===== config.mk =====
export PLATFORM = sky130hd
export DESIGN_NAME = exp_sub_arbiter_flat
export DESIGN_NICKNAME = d
export VERILOG_FILES = /design/src/rtl/exp_sub_arbiter_if.sv /design/src/rtl/exp_sub_arbiter.sv /design/src/flat_wrapper.sv
export SDC_FILE = /design/constraint.sdc
export NUM_CORES = 1
export LEC_CHECK = 0
export ABC_AREA = 1
export CORE_MARGIN = 5
export CORE_UTILIZATION = 45
export DETAILED_ROUTE_END_ITERATION = 7
export HOLD_SLACK_MARGIN = 0.12
export MAX_ROUTING_LAYER = met4
export PLACE_DENSITY = 0.86
export SYNTH_ARGS = -nofsm -noshare
export SYNTH_HDL_FRONTEND = slang
export SYNTH_SLANG_ARGS = --single-unit

===== constraint.sdc =====
create_clock -name i_clk -period 5.3 [get_ports i_clk]
set_input_delay 0.795 -clock i_clk [delete_from_list [all_inputs] [get_ports i_clk]]
set_output_delay 0.795 -clock i_clk [all_outputs]
set_load 0.05 [all_outputs]

===== src/rtl/exp_sub_arbiter_if.sv =====
// Request/response bundle for exp_sub_arbiter: two requesters sharing one
// exponent subtractor over valid/ready handshakes.
interface exp_sub_arbiter_if #(
    parameter int SIZE_EXP = 8
);
    logic [1:0]            i_req_valid;
    logic [1:0]            o_req_ready;
    logic [2*SIZE_EXP-1:0] i_req_a;
    logic [2*SIZE_EXP-1:0] i_req_b;
    logic [1:0]            o_rsp_valid;
    logic [1:0]            i_rsp_ready;
    logic [SIZE_EXP-1:0]   o_rsp_diff;
    logic                  o_rsp_swap;
    logic                  o_busy;

    modport slave (
        input  i_req_valid, i_req_a, i_req_b, i_rsp_ready,
        output o_req_ready, o_rsp_valid, o_rsp_diff, o_rsp_swap, o_busy
    );

    modport master (
        output i_req_valid, i_req_a, i_req_b, i_rsp_ready,
        input  o_req_ready, o_rsp_valid, o_rsp_diff, o_rsp_swap, o_busy
    );
endinterface


===== src/rtl/exp_sub_arbiter.sv =====
// Round-robin arbiter sharing one EXP_sub between two requesters; returns
// |A-B| and swap (B > A) using one pass, or two passes when A < B.
module EXP_sub #(
    parameter int SIZE_EXP_SUB = 8
) (
    input  logic [SIZE_EXP_SUB-1:0] i_a,
    input  logic [SIZE_EXP_SUB-1:0] i_b,
    output logic [SIZE_EXP_SUB-1:0] o_diff
);
    assign o_diff = i_a - i_b;
endmodule

module exp_sub_arbiter #(
    parameter int SIZE_EXP = 8
) (
    input  logic               i_clk,
    input  logic               i_rst,
    exp_sub_arbiter_if.slave   bus
);
    typedef enum logic [1:0] {S_IDLE, S_SUB1, S_SUB2, S_RESP} state_t;

    state_t              r_state, w_next;
    logic [SIZE_EXP-1:0] r_a, r_b, r_diff;
    logic                r_gnt, r_ptr, r_swap;
    logic [SIZE_EXP-1:0] w_sub_x, w_sub_y, w_sub_diff, w_a_sel, w_b_sel;
    logic                w_win, w_accept, w_done, w_borrow;
    logic [1:0]          w_req_ready, w_rsp_valid;

    // Pointer only decides ties; a lone requester wins outright.
    assign w_win    = (&bus.i_req_valid) ? r_ptr : bus.i_req_valid[1];
    assign w_a_sel  = w_win ? bus.i_req_a[SIZE_EXP +: SIZE_EXP] : bus.i_req_a[0 +: SIZE_EXP];
    assign w_b_sel  = w_win ? bus.i_req_b[SIZE_EXP +: SIZE_EXP] : bus.i_req_b[0 +: SIZE_EXP];
    assign w_borrow = (r_a < r_b);

    // Second pass reverses the operands so the result is always |A-B|.
    assign w_sub_x = (r_state == S_SUB2) ? r_b : r_a;
    assign w_sub_y = (r_state == S_SUB2) ? r_a : r_b;

    EXP_sub #(.SIZE_EXP_SUB(SIZE_EXP)) u_exp_sub (
        .i_a    (w_sub_x),
        .i_b    (w_sub_y),
        .o_diff (w_sub_diff)
    );

    always_ff @(posedge i_clk) begin
        if (i_rst) r_state <= S_IDLE;
        else       r_state <= w_next;
    end

    always_comb begin
        w_next      = r_state;
        w_req_ready = 2'b00;
        w_rsp_valid = 2'b00;
        w_accept    = 1'b0;
        w_done      = 1'b0;
        case (r_state)
            S_IDLE: begin
                if (!i_rst && (|bus.i_req_valid)) begin
                    w_req_ready[w_win] = 1'b1;
                    w_accept           = 1'b1;
                    w_next             = S_SUB1;
                end
            end
            S_SUB1: w_next = w_borrow ? S_SUB2 : S_RESP;
            S_SUB2: w_next = S_RESP;
            S_RESP: begin
                w_rsp_valid[r_gnt] = 1'b1;
                if (bus.i_rsp_ready[r_gnt]) begin
                    w_done = 1'b1;
                    w_next = S_IDLE;
                end
            end
            default: w_next = S_IDLE;
        endcase
    end

    always_ff @(posedge i_clk) begin
        if (i_rst) begin
            r_a    <= '0;
            r_b    <= '0;
            r_diff <= '0;
            r_gnt  <= 1'b0;
            r_ptr  <= 1'b0;
            r_swap <= 1'b0;
        end else begin
            if (w_accept) begin
                r_a   <= w_a_sel;
                r_b   <= w_b_sel;
                r_gnt <= w_win;
            end
            if (r_state == S_SUB1) begin
                r_diff <= w_sub_diff;
                r_swap <= w_borrow;
            end
            if (r_state == S_SUB2) r_diff <= w_sub_diff;
            if (w_done)            r_ptr  <= ~r_gnt;
        end
    end

    assign bus.o_req_ready = w_req_ready;
    assign bus.o_rsp_valid = w_rsp_valid;
    assign bus.o_rsp_diff  = r_diff;
    assign bus.o_rsp_swap  = r_swap;
    assign bus.o_busy      = (r_state != S_IDLE);
endmodule


===== src/flat_wrapper.sv =====
// flat-port wrapper written by rule: the top's interface ports become plain ports
module exp_sub_arbiter_flat 
#(
    parameter int SIZE_EXP = 8
)
  (i_clk, i_rst, bus_i_req_valid, bus_i_req_a, bus_i_req_b, bus_i_rsp_ready, bus_o_req_ready, bus_o_rsp_valid, bus_o_rsp_diff, bus_o_rsp_swap, bus_o_busy);
  exp_sub_arbiter_if #(.SIZE_EXP(SIZE_EXP)) bus_i ();
  input  logic i_clk;
  input  logic i_rst;
  input wire logic [$bits(bus_i.i_req_valid)-1:0] bus_i_req_valid;
  input wire logic [$bits(bus_i.i_req_a)-1:0] bus_i_req_a;
  input wire logic [$bits(bus_i.i_req_b)-1:0] bus_i_req_b;
  input wire logic [$bits(bus_i.i_rsp_ready)-1:0] bus_i_rsp_ready;
  output wire logic [$bits(bus_i.o_req_ready)-1:0] bus_o_req_ready;
  output wire logic [$bits(bus_i.o_rsp_valid)-1:0] bus_o_rsp_valid;
  output wire logic [$bits(bus_i.o_rsp_diff)-1:0] bus_o_rsp_diff;
  output wire logic [$bits(bus_i.o_rsp_swap)-1:0] bus_o_rsp_swap;
  output wire logic [$bits(bus_i.o_busy)-1:0] bus_o_busy;
  assign bus_i.i_req_valid = bus_i_req_valid;
  assign bus_i.i_req_a = bus_i_req_a;
  assign bus_i.i_req_b = bus_i_req_b;
  assign bus_i.i_rsp_ready = bus_i_rsp_ready;
  assign bus_o_req_ready = bus_i.o_req_ready;
  assign bus_o_rsp_valid = bus_i.o_rsp_valid;
  assign bus_o_rsp_diff = bus_i.o_rsp_diff;
  assign bus_o_rsp_swap = bus_i.o_rsp_swap;
  assign bus_o_busy = bus_i.o_busy;
  exp_sub_arbiter #(.SIZE_EXP(SIZE_EXP)) u_core (.i_clk(i_clk), .i_rst(i_rst), .bus(bus_i));
endmodule

Word level (Yosys, flattened, before mapping)
Cells that the tools add are included.
{"block": "word_totals", "word_cells": 53, "in_bits": 38, "out_inout_bits": 14, "reg_bits": 29}
{"block": "classes", "mux": 24, "addsub": 1, "reduce_logical": 10, "n_bitwise": 1, "order_cmp": 5, "n_eq_ne": 5}
{"operator": "$mux W8", "n": 6}
{"operator": "$mux W1", "n": 10}
{"operator": "$mux W2", "n": 5}
{"operator": "$lt A8 B8 Y1", "n": 1}
{"operator": "$pmux W2 S4", "n": 1}
{"operator": "$sub A8 B8 Y8", "n": 1}
{"operator": "$eq A2 B2 Y1 const B", "n": 2}
{"operator": "$lt A1 B2 Y1 const B", "n": 2}
{"operator": "$ne A2 B1 Y1 const B", "n": 2}
{"operator": "$reduce_and A2 Y1", "n": 2}
{"operator": "$reduce_bool A2 Y1", "n": 2}
{"operator": "$logic_and A1 B1 Y1", "n": 3}
{"operator": "$demux W1 S1", "n": 2}
{"operator": "$eq A2 B1 Y1 const B", "n": 1}
{"operator": "$ge A1 B1 Y1 const B", "n": 2}
{"operator": "$logic_not A2 Y1", "n": 1}
{"operator": "$reduce_or A2 Y1", "n": 1}
{"operator": "$logic_not A1 Y1", "n": 1}
{"operator": "$not A1 Y1", "n": 1}

Depth between registers and ports, before layout
{"block": "logic_depth", "ltp_word": 8, "depth_mapped": 16, "ltp_nobuf": 15}

Cells and area by module
From an unflattened synthesis, not the netlist that was laid out.
{"block": "unflattened", "cells_unflattened": 298, "hier_area_um2": 1959.4}
{"module": "exp_sub_arbiter", "cells_per_inst": 235, "seq_area_each_um2": 580.6, "instances": 1, "area_per_inst_um2": 1605.3}
{"module": "EXP_sub", "cells_per_inst": 63, "seq_area_each_um2": 0.0, "instances": 1, "area_per_inst_um2": 354.1}

Least setup slack after synthesis
Ideal clock, no wire load.
{"block": "synth_path", "path_kind": "input -> output", "from": "input port i_rst", "to": "output port bus_o_req_ready[1]", "cell_stages": 7, "arrival_time_ns": 1.675, "required_ns": 4.505, "path_slack_ns": 2.830, "path_cell_list": "buf_6 > inv_6 > o21ai_2 > or2_1 > buf_6 > nor2_8 > buf_6"}
{"block": "synth_between", "elab_chain_cells": 4}
{"item": "start: declaration", "line_no": "flat_wrapper.sv:9", "rtl": "input logic i_rst;"}
{"item": "$logic_not A1 Y1", "line_no": "exp_sub_arbiter.sv:58", "rtl": "if (!i_rst && (|bus.i_req_valid)) begin"}
{"item": "$logic_and A1 B1 Y1", "line_no": "exp_sub_arbiter.sv:58"}
{"item": "$mux W2", "line_no": "exp_sub_arbiter.sv:58"}
{"item": "$mux W2", "line_no": "exp_sub_arbiter.sv:56", "rtl": "case (r_state)"}
{"item": "end: declaration", "line_no": "flat_wrapper.sv:14", "rtl": "output wire logic [$bits(bus_i.o_req_ready)-1:0] bus_o_req_ready;"}
No other way between the ends.

Final worst setup path
{"block": "layout_path", "from": "input port i_rst", "to": "output port bus_o_req_ready[0]"}
Same word-level chain as after synthesis.

==> results.toml <==
[yosys]
ys_seq_elements = 29
syn_inst = 307
synth.cell_area_um2 = 1950
syn_avg_cell_area_um2 = 6.34
synth_cell_types = 24
synth_warnings = 0
seq_area_frac_synth_pct = 29.8
synth_nets = 359

[clock_network]
numCtsBuffers = 5
root_buffer = "clkbuf_8"
cts_tree = "built"
cts_max_path_buffers = 2
clock-sinks = 29
path_clk_slew_ps = 70
ctsHoldBuffers = 0
cts_post_setup_buffers_inserted = 0
clk_latency_ps = 280
ctsResizeCount = 0
cts-htree-levels = 2

[timing]
period_share_pct = 77.6
drv_slew = 0
fin_setup_tns_ps = 0
timing_hold_violations_final = 0
fin_crit_ps = 4110
rsz0062_at_grt = "false"
skew_ps = 9.74
slew_headroom_pct = 42.7
whs_ps = 495
clock.fmax_ghz = 0.243
finalSetupViolCount = 0
worstMarginPinSlew_ps = 860

[global_route]
grt_max_degree = 27
grt_use_total_pct = 17.5
antenna_found_initial = 0
grt_overflow = 0
grt_pass1_wl_mm = 7.69
grt_pass1_vias = 1812

[critical_path]
end_kind = "primary output"
path_buf_inv = 4
crit_top_cell = "clkdlybuf4s50_1"
cp_slowest_cell = "clkdlybuf4s50_1"
crit_chain = "clkdlybuf4s50_1 > buf_4 > inv_6 > o21ai_2 > or2_1 > nor2_8 > clkdlybuf4s50_1"
critPathLaunchType = "input pin"
crit_fanout = 26
cp_data_required_time_ps = 4510
worstSetupPathType = "input pin to primary output"
crit_path_max_incr_delay_ps = 860
crit_family = "buffers and inverters"
crit_arrival_ps = 3320

[placement]
dp_hpwl_mm = 3.61
placed_cells = 401
gp_congestion = 0.874
port_buffers = 51
placed_cell_area_um2 = 2450

[routing]
wirelength_mm = 4.60
remaining_drc_errors = 0
num_vias = 1961
via_per_inst = 4.79
wire_per_inst_um = 11.2
drtAntennaViolNets = 0
dr.pass1.iters = 4
drt_iter0_drc = 74

[final_layout]
antenna-diode-count = 0
fin_area_um2 = 2560
layout_common_cells = "nand2_1 (123), clkdlybuf4s50_1 (51), inv_1 (42), dfxtp_1 (29), nor2_1 (23)"
drive_gt1_share_pct = 4.20
instances_no_fill = 409
area_growth_syn_to_layout_pct = 31.3
layout.nets = 408
mostFrequentLayoutCell = "nand2_1"

[floorplan]
die_y_um = 75.8
die_width_um = 75.8
core_area_um2 = 4260
dieArea_um2 = 5740
initial_core_util_pct = 45.7
io_pins = 52
rows = 24

[pwr]
p_clk_share_pct = 16.7
power_density_nw_per_um2 = 476
swShare_pct = 47.1
p_sw_uw = 573
power.internal_uw = 644
pwr-share-seq_pct = 25.6
ir_drop_uv = 186
p_leak_nw = 1.19
power_frac_comb_pct = 57.8

[flow_run]
drv_cap = 0

[min_path]
hold_class = "flip-flop to flip-flop"

[status]
status = "completed"
## state kept, by name (all words and copies together), names as in the netlist
signal / count
u_core.bus.o_rsp_diff: 8
u_core.bus.o_rsp_swap: 1
u_core.r_a: 8
u_core.r_b: 8
u_core.r_gnt: 1
u_core.r_ptr: 1
u_core.r_state: 2
## synthesized netlist by cell type
master,count,share of area (%)
ha_1,14,9.0
buf_8,1,0.77
xor2_1,2,0.90
dfxtp_1,29,30
nor2_8,2,2.1
nand4_1,1,0.32
a31oi_1,16,5.1
clkbuf_1,3,0.58
o21ai_0,11,2.8
buf_2,3,0.77
inv_1,42,8.1
nand3_1,15,3.9
xnor2_1,1,0.45
buf_6,3,1.7
a211oi_1,1,0.39
a21oi_1,10,2.6
o21a_1,1,0.39
nand2_1,123,24
inv_2,1,0.19
o21ai_2,2,0.90
or2_1,1,0.32
and2_1,1,0.32
nor2_1,23,4.4
inv_6,1,0.45
## per-layer routing
metal / routed length [um] / global-route usage [%] / part of all wire (%) / vias to the layer above
li1: - / - / - / 1055
met1: 2170 / 21.9 / 47 / 846
met2: 2150 / 29.0 / 47 / 54
met3: 254 / 4.09 / 5.5 / 6
met4: 29 / 2.91 / 0.63 / 0
met5: 0 / - / 0 / -
## area by class of cell
class | instances | area [um^2]
fillers | 385 | 1710
repair buffers | 52 | 518
clock inverters | 1 | 5.00
well taps | 52 | 65.1
flip-flops and latches | 29 | 581
inverters | 44 | 170
multi-input cells | 224 | 1120
clock buffers | 7 | 96.3
## cell families (layout without fill, tap and decap cells)
kind of cell | after synthesis | count (layout) | share of synthesized area [%]
buffers and inverters | 54 | 104 | 12.6
adders and majority gates | 14 | 14 | 9.00
xor gates and xnor gates | 3 | 3 | 1.35
DFF | 29 | 29 | 29.8
and+or+nand+nor | 166 | 166 | 35.0
AOI/OAI and AO/OA | 41 | 41 | 12.2
## per-stage QoR
| stage | setup WS, ps | total power [mW] | util (%) |
|---|---|---|---|
| 2_1_floorplan | 2830 | 0.847 | - |
| 3_3_place_gp | 1230 | 0.995 | 57.6 |
| 3_5_place_dp | 1190 | 1.01 | 57.6 |
| 4_1_cts | 1190 | 1.22 | 59.9 |
| 5_1_grt | 1070 | 1.32 | 59.9 |
| 6_report | 1190 | 1.22 | 59.9 |
## power groups by stage
stage | Combinational (mW) | Clock, mW | Sequential, mW
after floorplan | 0.463 | 0 | 0.384
after global placement | 0.684 | 0 | 0.311
after detailed placement | 0.699 | 0 | 0.315
after CTS | 0.704 | 0.206 | 0.311
after global routing | 0.791 | 0.217 | 0.316
final | 0.703 | 0.203 | 0.311
## worst reg2reg max path, cell delays in order, from the launching register on
cell	delay [ps]
dfxtp_1	420
inv_1	110
ha_1	310
inv_1	210
nand2_1	90
nand2_1	60
nand2_1	70
ha_1	170
inv_1	50
nand2_1	80
nand2_1	70
nand3_1	70
xnor2_1	140
nand2_1	60
nand2_1	70
inv_1	30
## path summary, 6_finish.rpt
check	slack, ps	to	start	cells after the start
setup / recovery	1190	bus_o_req_ready[0]	i_rst	7
hold / removal	500	u_core.r_ptr$_SDFFE_PP0P_	u_core.r_ptr$_SDFFE_PP0P_	2
setup reg to reg	3190	u_core.bus.o_rsp_diff[4]$_SDFFE_PP0P_	u_core.r_state[0]$_SDFFE_PP0P_	15
hold reg to reg	500	u_core.r_ptr$_SDFFE_PP0P_	u_core.r_ptr$_SDFFE_PP0P_	2
Note: power is estimated with default switching activity, not from simulation.
